===== src/rtl/vga_timing_xga.sv =====
// vga_timing_xga: free-running raster timing generator for 1024x768 @ 60 Hz.
// Counters, blanking flags, sync pulses and frame strobe all come out of one
// register stage, so every output describes the same pixel in every cycle.
// Each blanking and sync interval must be at least one pixel or line wide,
// with H_TOTAL <= 2048 and V_TOTAL <= 1024.
module vga_timing_xga #(
  parameter int H_ACTIVE  = 1024,
  parameter int H_FP      = 24,
  parameter int H_SYNC    = 136,
  parameter int H_BP      = 160,
  parameter int V_ACTIVE  = 768,
  parameter int V_FP      = 3,
  parameter int V_SYNC    = 6,
  parameter int V_BP      = 29,
  parameter bit HSYNC_POL = 1'b0,
  parameter bit VSYNC_POL = 1'b0
) (
  input  logic        clk,
  input  logic        rst,
  output logic [10:0] hcount,
  output logic [9:0]  vcount,
  output logic        hblnk,
  output logic        vblnk,
  output logic        hsync,
  output logic        vsync,
  output logic        frame_start,
  output logic [7:0]  frame_cnt
);

  localparam int H_TOTAL = H_ACTIVE + H_FP + H_SYNC + H_BP;
  localparam int V_TOTAL = V_ACTIVE + V_FP + V_SYNC + V_BP;

  // Interval bounds as inclusive full-width constants, so every compare is
  // done at the counter's own width.
  localparam logic [10:0] H_LAST       = 11'(H_TOTAL - 1);
  localparam logic [10:0] H_BLANK      = 11'(H_ACTIVE);
  localparam logic [10:0] H_SYNC_FIRST = 11'(H_ACTIVE + H_FP);
  localparam logic [10:0] H_SYNC_LAST  = 11'(H_ACTIVE + H_FP + H_SYNC - 1);

  localparam logic [9:0]  V_LAST       = 10'(V_TOTAL - 1);
  localparam logic [9:0]  V_BLANK      = 10'(V_ACTIVE);
  localparam logic [9:0]  V_SYNC_FIRST = 10'(V_ACTIVE + V_FP);
  localparam logic [9:0]  V_SYNC_LAST  = 10'(V_ACTIVE + V_FP + V_SYNC - 1);

  logic        h_wrap;
  logic        v_wrap;
  logic [10:0] h_next;
  logic [9:0]  v_next;
  logic        hblnk_next;
  logic        vblnk_next;
  logic        hsync_next;
  logic        vsync_next;
  logic        frame_start_next;
  logic [7:0]  frame_cnt_next;

  // Next raster position and the flags that belong to that position.
  always_comb begin
    // NOTE: every signal gets a default first so no path leaves one unassigned,
    // which would otherwise infer a latch.
    h_wrap           = (hcount == H_LAST);
    v_wrap           = (vcount == V_LAST);
    h_next           = h_wrap ? 11'd0 : hcount + 11'd1;
    v_next           = vcount;
    frame_start_next = 1'b0;
    frame_cnt_next   = frame_cnt;

    // vcount moves only when the line wraps, so vsync and vblnk can only
    // change on the cycle that lands on hcount = 0.
    if (h_wrap) begin
      v_next = v_wrap ? 10'd0 : vcount + 10'd1;
    end

    if (h_wrap && v_wrap) begin
      frame_start_next = 1'b1;
      frame_cnt_next   = frame_cnt + 8'd1;
    end

    hblnk_next = (h_next >= H_BLANK);
    vblnk_next = (v_next >= V_BLANK);
    hsync_next = (h_next >= H_SYNC_FIRST && h_next <= H_SYNC_LAST) ? HSYNC_POL : ~HSYNC_POL;
    vsync_next = (v_next >= V_SYNC_FIRST && v_next <= V_SYNC_LAST) ? VSYNC_POL : ~VSYNC_POL;
  end

  // Register the whole output set in one step; reset parks at pixel (0,0).
  always_ff @(posedge clk) begin
    // NOTE: state registers use non-blocking assignments so every flop
    // samples the pre-edge values, independent of statement order.
    if (rst) begin
      hcount      <= '0;
      vcount      <= '0;
      hblnk       <= 1'b0;
      vblnk       <= 1'b0;
      hsync       <= ~HSYNC_POL;
      vsync       <= ~VSYNC_POL;
      frame_start <= 1'b0;
      frame_cnt   <= '0;
    end else begin
      hcount      <= h_next;
      vcount      <= v_next;
      hblnk       <= hblnk_next;
      vblnk       <= vblnk_next;
      hsync       <= hsync_next;
      vsync       <= vsync_next;
      frame_start <= frame_start_next;
      frame_cnt   <= frame_cnt_next;
    end
  end

endmodule


===== config.mk =====
export PLATFORM = sky130hd
export DESIGN_NAME = vga_timing_xga
export DESIGN_NICKNAME = d
export VERILOG_FILES = /design/src/rtl/vga_timing_xga.sv
export SDC_FILE = /design/constraint.sdc
export NUM_CORES = 1
export LEC_CHECK = 0
export CORE_MARGIN = 4
export CORE_UTILIZATION = 40
export DETAILED_ROUTE_END_ITERATION = 8
export GPL_ROUTABILITY_DRIVEN = 0
export GPL_TIMING_DRIVEN = 0
export PLACE_DENSITY = 0.67
export REMOVE_ABC_BUFFERS = 1
export SLEW_MARGIN = 20
export SYNTH_ARGS = -nofsm -noshare
export SYNTH_HDL_FRONTEND = slang
export SYNTH_SLANG_ARGS = --single-unit
export TNS_END_PERCENT = 1

===== constraint.sdc =====
create_clock -name clk -period 2.06 [get_ports clk]
set_input_delay 0.515 -clock clk [delete_from_list [all_inputs] [get_ports clk]]
set_output_delay 0.515 -clock clk [all_outputs]
set_load 0.005 [all_outputs]

==> flow_summary.ini <==
[setup_path]
reg2reg_slack_ns = 0.05
crit_path_cell_trace = ha_2 > and3_2 > and4_2 > buf_4 > a211oi_1 > a31oi_1 > a311oi_2 > nand4_1
endpoint_kind = flip-flop
worstPathArrival_ns = 2.16
setup.worst_path.start_class = flip-flop
cpPeakStageDelay_ns = 0.36
cp.required_ns = 2.21
crit_path_max_fanout = 8
crit_slowest_cell = dfxtp_2
worstSetupPathType = flip-flop to flip-flop

[grt]
grt_usage = 0.1353
grt_overflow = 0
grt_pass1_wl_um = 6541
grt_max_degree = 33
antenna_found_initial = 0
first_global_vias = 1440

[timing]
rsz0062_at_grt = yes
period_minus_slack_ns = 2.007
setup_viol = 0
relSlewSlack = 0.6001
tightestPinTransition_ns = 0.5999
maxSlewViolCount = 0
period_share = 0.9743
whs_ns = 0.4959
fin_skew_ns = 0.006729
fin_tns_setup_ns = 0
finalHoldViolCount = 0
max_freq_mhz = 498.2

[finish]
mostFrequentLayoutCells = 34 x clkdlybuf4s50_1, 30 x dfxtp_1, 23 x nor2_1
final_common_cell = clkdlybuf4s50_1
final_cells = 290
drive_gt1_frac = 0.1471
final-seq-area_sq_um = 685.7
final_util = 0.5160
nets = 245
n_antenna_cell = 0
multiInputGateArea_sq_um = 1089
fillerInstances = 446
areaGrowthSynthToFinish_pct = 22.04

[synthesis]
ys_seq_elements = 34
synth-simple-area-share = 0.3003
synth_area_sq_um = 1879
synth_fa_ha_area_frac = 0.03329
avgSynthCellArea_sq_um = 9.079
synthMuxAreaShare = 0.02130
synth_top_flop_cell = dfxtp_1
synth-edff-count = 0
async_flop_share = 0
synth_xor_area_frac = 0.1072
synth_cells = 207
synth_compound_area_frac = 0.1072
synth.distinct_cells = 55
yosysSeqAreaShare = 0.3622
synth_top_family_by_area = simple AND/OR/NAND/NOR gates
ys_warn_count = 0

[clock_network]
clk_pin_slew_ns = 0.06
clock_path_buffers = 2
clk-insertion-delay-late_ns = 0.28
numClockSinks = 34
root_buffer = clkbuf_8
postCtsHoldBufs = 0
h-tree-depth = 2
cts_tree = built
cts_buffers = 5

[power]
ir_drop_uv = 275.2
p_total_w = 0.001160
power_density_nw_per_um2 = 505.6
p_leak_nw = 0.8113

[floorplanning]
fp.dieArea_sq_um = 5859
io_pins = 36
coreArea_sq_um = 4444
die_x_um = 76.55
die_h_um = 76.55
start_util = 0.4229
row_count = 24

[drt]
viasPerCell = 5.341
vias = 1549
route.detailed.drc = 0
drt_iter0_drc = 69
wire_per_inst_um = 13.03
ant_nets = 0
wl_um = 3780
drtPass1Iterations = 4

[placement]
port_buffers = 35
dp_cells = 280
dp_hpwl_um = 2653

[status]
status = complete, no violations

[min_path]
min_path_type = flip-flop to flip-flop

[flow_run]
drv_cap = 0
power breakdown:
part	switching [W]	internal [W]
clock	0.000228	0.000226
combinational	0.0000187	0.0000152
sequential	0.00000804	0.000663
cell families (layout without fill, tap and decap cells):
group	after synthesis	count (layout)
AOI/OAI and AO/OA	28	28
xor gates and xnor gates	23	23
adders and majority gates	5	5
buffers and inverters	18	48
DFF	34	34
muxes	4	4
and+or+nand+nor	95	96
registers in the layout, indices dropped and copies added (netlist names):
register     flops
hcount          11
vcount          10
frame_cnt        8
frame_start      1
hblnk            1
hsync            1
vblnk            1
vsync            1
synth_stat cells, types with 2 or more instances:
library cell / number / area share
a211oi_1: 2 / 0.0080
a21oi_1: 5 / 0.013
a22oi_1: 2 / 0.0080
and2_1: 7 / 0.023
and2_2: 3 / 0.012
and3_1: 3 / 0.010
and3_2: 2 / 0.0080
and4_2: 2 / 0.011
buf_6: 3 / 0.018
clkbuf_1: 5 / 0.010
clkbuf_8: 3 / 0.022
dfxtp_1: 34 / 0.36
ha_1: 5 / 0.033
inv_1: 4 / 0.0080
mux2i_1: 4 / 0.021
nand2_1: 12 / 0.024
nand3_1: 4 / 0.011
nand4_1: 8 / 0.027
nand4b_1: 2 / 0.0093
nor2_1: 23 / 0.046
nor2b_1: 3 / 0.010
nor3_1: 11 / 0.029
o21ai_0: 5 / 0.013
o22ai_1: 2 / 0.0067
or4_1: 2 / 0.0080
xnor2_1: 10 / 0.047
xor2_1: 13 / 0.061
area by class of cell:
type | count | area share
tap | 52 | 0.02837
clock inverter | 2 | 0.004364
multi-input combinational | 156 | 0.4746
inverter | 4 | 0.006547
sequential | 34 | 0.2990
clock buffer | 5 | 0.03001
timing repair buffer | 37 | 0.1571
critical path: cells and delay by family, from the launching register on:
kind / cells / cell delay [ns]
compound gates: 3 / 0.53
fa+ha+maj: 1 / 0.22
buf+inv: 1 / 0.15
flops: 1 / 0.36
simple gates: 3 / 0.63
layer usage:
metal | GRT usage | share of wire | vias up
met5 | 0 | 0 | -
met4 | 0.06522 | 0.019 | 0
met3 | 0.04019 | 0.035 | 6
met2 | 0.2153 | 0.49 | 26
met1 | 0.1662 | 0.46 | 717
li1 | - | - | 800
worst paths after layout:
| path | startpoint | endpoint | cells past startpoint |
|---|---|---|---|
| max | hcount[0] | vsync | 8 |
| min | hcount[0] | hcount[0] | 1 |
| max reg2reg | hcount[0] | vsync | 8 |
| min reg2reg | hcount[0] | hcount[0] | 1 |
repair_timing:
action,4_1_cts,5_1_grt
pin swaps,1,1
buffers inserted,2,0
cloned,0,1
resized for setup,3,5
setup endpoints to repair,4,14
per-stage QoR:
stage                     worst slack (ns)  instance area, sq um
final                              0.05297                  2293
after global routing              -0.05621                  2293
after CTS                        0.0003968                  2275
after detailed placement           -0.1075                  2176
after global placement             -0.3042                  2181
after floorplan                     0.1105                  1765
Note: power is estimated with default switching activity, not from simulation.
